===== src/rtl/plic_gateway.sv =====
// Per-source PLIC interrupt gateway: synchronizes 128 raw lines and turns
// level or edge activity into one-cycle requests held off until completion.
module plic_gateway #(
    parameter int CNT_W = 2
) (
    input  logic         clk,
    input  logic         rstn,
    input  logic [127:0] src_irq,
    input  logic [127:0] src_edge,
    input  logic [127:0] int_end,
    output logic [127:0] int_req_pack,
    output logic         gateway_notif,
    output logic [127:0] gw_busy
);

    localparam int N = 128;
    localparam logic [CNT_W-1:0] CNT_MAX = '1;
    localparam logic [CNT_W-1:0] CNT_ONE = CNT_W'(1);

    typedef enum logic {
        IDLE = 1'b0,
        WAIT = 1'b1
    } st_e;

    logic [N-1:0]     s1_q, s1_d;
    logic [N-1:0]     s2_q, s2_d;
    logic [N-1:0]     s3_q, s3_d;
    st_e              st_q  [N];
    st_e              st_d  [N];
    logic [CNT_W-1:0] cnt_q [N];
    logic [CNT_W-1:0] cnt_d [N];
    logic [N-1:0]     req_q, req_d;
    logic             notif_q, notif_d;
    logic [N-1:0]     edge_det;
    logic [N-1:0]     level;

    assign edge_det = s2_q & ~s3_q;
    assign level    = s2_q;

    always_comb begin
        s1_d = src_irq;
        s2_d = s1_q;
        s3_d = s2_q;
        req_d = '0;
        for (int i = 0; i < N; i++) begin
            st_d[i]  = st_q[i];
            cnt_d[i] = cnt_q[i];
            if (i == 0) begin
                // source 0 is reserved and can never request
                st_d[i]  = IDLE;
                cnt_d[i] = '0;
            end else begin
                unique case (st_q[i])
                    IDLE: begin
                        if (src_edge[i]) begin
                            if (edge_det[i] || cnt_q[i] != '0) begin
                                req_d[i] = 1'b1;
                                st_d[i]  = WAIT;
                            end
                            if (cnt_q[i] != '0 && !edge_det[i]) begin
                                cnt_d[i] = cnt_q[i] - CNT_ONE;
                            end
                        end else if (level[i]) begin
                            req_d[i] = 1'b1;
                            st_d[i]  = WAIT;
                        end
                    end
                    WAIT: begin
                        if (src_edge[i] && edge_det[i] && cnt_q[i] != CNT_MAX) begin
                            cnt_d[i] = cnt_q[i] + CNT_ONE;
                        end
                        if (int_end[i]) begin
                            st_d[i] = IDLE;
                        end
                    end
                endcase
                if (!src_edge[i]) begin
                    cnt_d[i] = '0;
                end
            end
        end
        notif_d = |req_d;
    end

    always_ff @(posedge clk or negedge rstn) begin
        if (!rstn) begin
            s1_q    <= '0;
            s2_q    <= '0;
            s3_q    <= '0;
            req_q   <= '0;
            notif_q <= 1'b0;
            for (int i = 0; i < N; i++) begin
                st_q[i]  <= IDLE;
                cnt_q[i] <= '0;
            end
        end else begin
            s1_q    <= s1_d;
            s2_q    <= s2_d;
            s3_q    <= s3_d;
            req_q   <= req_d;
            notif_q <= notif_d;
            for (int i = 0; i < N; i++) begin
                st_q[i]  <= st_d[i];
                cnt_q[i] <= cnt_d[i];
            end
        end
    end

    always_comb begin
        for (int i = 0; i < N; i++) begin
            gw_busy[i] = (st_q[i] == WAIT);
        end
    end

    assign int_req_pack  = req_q;
    assign gateway_notif = notif_q;

endmodule


===== config.mk =====
export PLATFORM = sky130hd
export DESIGN_NAME = plic_gateway
export DESIGN_NICKNAME = d
export VERILOG_FILES = /design/src/rtl/plic_gateway.sv
export SDC_FILE = /design/constraint.sdc
export NUM_CORES = 2
export LEC_CHECK = 0
export ABC_AREA = 0
export ABC_CLOCK_PERIOD_IN_PS = 3520
export BUFFER_PORTS_ARGS = -buffer_cell sky130_fd_sc_hd__buf_2
export CORE_ASPECT_RATIO = 1.1
export CORE_MARGIN = 5
export CORE_UTILIZATION = 45
export CTS_CLUSTER_SIZE = 25
export DETAILED_ROUTE_END_ITERATION = 7
export PLACE_DENSITY = 0.67
export SYNTH_ARGS = -nofsm -noshare
export SYNTH_HDL_FRONTEND = slang
export SYNTH_SLANG_ARGS = --single-unit

===== constraint.sdc =====
create_clock -name clk -period 3.52 [get_ports clk]
set_input_delay 1.056 -clock clk [delete_from_list [all_inputs] [get_ports clk]]
set_output_delay 1.056 -clock clk [all_outputs]
set_load 0.02 [all_outputs]

* Word level (Yosys, flattened, before mapping)
Cells that the tools add are included.
** Word-level totals
- Bits in registers :: 893
- Input port bits :: 386
** Operators by class
- $add $sub $neg :: 254
- Eq/ne operators :: 381
- Mux-type cells :: 1270
- Bitwise operators :: 129
- Reductions and logical operators :: 890
** Operators by type and width (number)
- $mux 2 :: 381
- $mux 1 :: 635
- $pmux 2 s2 :: 127
- $logic_and 1x1->1 :: 381
- $ne 3x2->1 const B :: 127
- $ne 3x3->1 const B :: 127
- $add 2x1->2 const B :: 127
- $ne 2x2->1 const B :: 127
- $pmux 1 s2 :: 127
- $reduce_and 2->1 :: 127
- $reduce_bool 2->1 :: 127
- $sub 2x1->2 const B :: 127
- $and 128x128->128 :: 1
- $not 128->128 :: 1
- $logic_not 1->1 :: 127
- $logic_or 1x1->1 :: 127
- $not 1->1 :: 127
- $reduce_or 127->1 :: 1

* Depth between registers and ports, before layout
- Word-level depth :: 7
- Depth in mapped cells :: 6

* Worst setup path after synthesis
Ideal clock, no wire load.
- Path type :: input port to flip-flop
- Start point :: in src_edge[6]
- End point :: reg notif_q (netlist: gateway_notif)
- Arrival time :: 2.055 ns
- Data required time :: 3.384 ns
- Slack :: 1.329 ns
- Stages :: 6
- Path buffers :: 0
- Cells stage by stage :: nand2_1 nand2_1 a21oi_1 or4_1 nor4_2 nand4_1
** On the way
- Word-level cells in the longest chain between the ends :: 3
** RTL lines
- from (decl) :: line 9 : input logic [127:0] src_edge,
- $mux 1 :: line 55 : if (src_edge[i]) begin
- $mux 1 :: line 53 : unique case (st_q[i])
- net req_d[6] :: line 32 : logic [N-1:0] req_q, req_d;
- $reduce_or 127->1 :: line 82 : notif_d = |req_d;
- net notif_d :: line 33 : logic notif_q, notif_d;
- to (signal assigned) :: line 101 : notif_q <= notif_d;
- to (decl) :: line 33
The timed path passes the listed nets, and every way through them passes these cells.
A chain may end at the register's enable or synchronous reset.

* Worst setup path after layout
- Start point :: reg st_q (netlist bit gw_busy[102])
- End point :: out gw_busy[102]
** RTL lines
- from (decl) :: line 28 : st_e st_q [N];
- from (signal, indexed assignment) :: line 103 : st_q[i] <= st_d[i];
- to (decl) :: line 13 : output logic [127:0] gw_busy
No word-level cell between the ends.

==> impl_metrics.csv <==
group,metric,value,unit
clocking,cts_hold_buf,0,
yosys,yosys_warnings,0,
sta,max_clock_freq,416.8,MHz
route,wl,85670,um
route,vias,25850,
power,leakagePower,21.23,nW
worst_hold_path,min_path_type,"in2async",
grt,grt_antenna_before_repair,46,
route,initialDrtViolationCount,1477,
power,p_int,18.44,mW
power,ir_worst_vdd,0.0004033,V
sta,worstMarginPinSlew,596.7,ps
die,dieHeight,303.0,um
worst_setup_path,path_delay_family,"flip-flops",
yosys,ys_top_cells_by_area,"dfrtp_1 (63%), a21oi_1 (7.1%), nor2b_1 (6.6%)",
placed_design,dp_hpwl,64930,um
yosys,synthDistinctLibCells,28,
clocking,cts_buffers,91,
yosys,synth-seq-cells,890,
power,p_comb_share,12.1,%
finish,layout-drive-gt1-share,22.35,%
finish,final_util,56.07,%
worst_setup_path,worstSetupEndpointType,"output port",
clocking,cts.sink_count,890,
clocking,cts_tree,"done",
clocking,postCtsSetupRepairBufs,0,
sta,fin_worst_skew,24.08,ps
sta,fin_crit,2399,ps
power,p_per_area,578.6,nW/um2
sta,hold_violations,0,
worst_setup_path,slowest_stage,"dfrtp_1",
worst_setup_path,critPathArrivalTime,1340,ps
sta,fin_crit_sh,68.16,%
sta,report.final.slew_viol_count,0,
placed_design,place_area,40040,um2
worst_setup_path,cp-startpoint,"gw_busy[102]",
placed_design,place.gp.congestion,0.8374,
route,viasPerCell,5.004,
die,core_area,77380,um2
power,switching_power,6.666,mW
run_status,outcome,"completed",
sta,grt_setup_unrepaired,"no",
sta,max_slew_margin,59.85,%
die,rows,107,
clocking,root_buffer,"clkbuf_16",
job,cap_violations,0,
die,ios,643,
die,initial_core_util,45.38,%
worst_setup_path,crit_chain,"buf_2",
placed_design,port_buffers,637,
yosys,yosysTopAreaCellShare,63.42,%
worst_setup_path,criticalPathCategory,"reg2out",
power,p_total,25.10,mW
grt,grt_pass1_vias,25240,
clocking,cts_resized,0,
finish,nNetsFinal,4414,
route,antenna_left,0,
sta,setup_viol,0,
grt,grt_usage,20.03,%
worst_setup_path,r2r-start,"level[27]",
power,switching_share,26.56,%
yosys,syn-cell-area,35120,um2
route,dr.pass1.iters,7,
grt,grt_max_degree,99,
die,die_x,276.4,um
worst_setup_path,crit_path_max_fanout,6,
worst_setup_path,critPathBufInv,1,
power,power.share.clock,41.2,%
die,die_area,83730,um2
worst_setup_path,slowest_delay,500,ps
route,drc,0,
sta,tns,0,ps
clocking,clkTransAtPathRegs,60,ps
clocking,worst_skew_pair.late_latency,640,ps
worst_setup_path,r2r_slack,1330,ps
worst_setup_path,critPathRequiredTime,2460,ps
route,post_drt_wl_per_cell,16.58,um
yosys,syn_inst,3257,
grt,grt_pass1_wl,134900,um
worst_setup_path,worstSetupStartpointType,"flop",
power,seqPwrFrac,46.7,%
yosys,yosys.area.top_type,"dfrtp_1",
finish,area_growth,23.55,%
clocking,clock_path_buffers,3,
yosys,postSynthAreaPerCell,10.78,um2
clocking,htreeDepth,3,
grt,grt_overflow,0,
yosys,yosysSeqAreaShare,63.42,%
finish,final_cell_area,43390,um2
==> stage by stage <==
step | setup slack (ps) | instances | hold slack (ps)
floorplan | 1329 | 3258 | 331.2
global placement | 553.1 | 4970 | 331.5
detailed placement | 526.1 | 4970 | 334.7
CTS | 1046 | 5134 | 335.9
global route | 1039 | 5153 | 340.6
finish | 1121 | 5166 | 341.6
==> layout make-up <==
class	count	area (um2)
well taps	1035	1295
inverters	144	540.5
fillers	6726	34000
clock buffers	121	2551
clock inverters	43	715.7
flip-flops and latches	890	22270
repair buffers	679	3638
diodes	32	80.08
multi-input cells	2222	12290
==> placed cells by master (no fill, tap or decap), types with 2 or more instances in the layout <==
master and count:
nand2b_1 104, clkinvlp_4 5, nor2b_1 369, clkinv_16 2, a21o_1 126, dfrtp_1 890
buf_12 10, buf_2 636, o21ai_1 51, conb_1 2, bufinv_16 16, a21bo_2 81
nor4_1 22, or4_1 2, inv_1 144, and2_1 28, nor4_2 2, nand2_1 397
clkbuf_1 15, inv_6 2, nor2_1 134, nand3b_1 6, o21ai_0 248, a21boi_0 110
nor3_1 2, nand4_1 11, clkinv_2 15, a21bo_1 21, a21oi_1 495, clkbuf_16 92
buf_4 32, diode_2 32, o211ai_1 6, clkbuf_8 14
==> path summary, 6_finish.rpt <==
check / endpoint / cells past startpoint
setup / recovery: gw_busy[102] / 1
hold / removal: s3_q[120] / 1
setup reg to reg: gateway_notif / 6
hold reg to reg: level[24] / 0
max in group asynchronous: level[35] / 2
min in group clk: level[24] / 0
==> routing by layer <==
layer / share of wire (%) / track usage (%) / up-vias
met5: 0.22 / 0 / -
met4: 3.0 / 7.956 / 30
met3: 7.3 / 6.256 / 171
met2: 50 / 33.88 / 580
met1: 40 / 24.19 / 12410
li1: - / - / 12660
==> cells in the mapped netlist, drive strengths merged <==
master	count
a21o	127
and2	29
inv	144
buf	2
nor4	24
a21bo	102
nand2b	104
a21boi	110
or4	2
o211ai	6
a21oi	496
nand3b	6
dfrtp	890
nor3	2
nand2	397
nor2b	369
nand4	12
nor2	134
o21ai	300
conb	1
==> cells by family after synthesis <==
group,count (synthesis),share of synthesized area [%]
buffers and inverters,146,1.582
and+or+nand+nor,1079,15.52
DFF,890,63.42
AOI/OAI and AO/OA,1141,19.47
other,1,0.01068
==> sequential cells by signal, indices dropped and copies added, names as in the netlist <==
name / flops
cnt_q: 254
gw_busy: 127
int_req_pack: 127
level: 127
s1_q: 127
s3_q: 127
gateway_notif: 1
==> power by group through the flow <==
| stage | Sequential [mW] | Clock (mW) | Combinational [mW] |
|---|---|---|---|
| after global placement | 11.9 | 0 | 3.03 |
| after floorplan | 12.3 | 0 | 1.08 |
| after global routing | 11.9 | 11.1 | 3.33 |
| after detailed placement | 11.9 | 0 | 3.07 |
| after CTS | 11.7 | 10.7 | 3.09 |
| final | 11.7 | 10.3 | 3.03 |
Note: power is estimated with default switching activity, not from simulation.
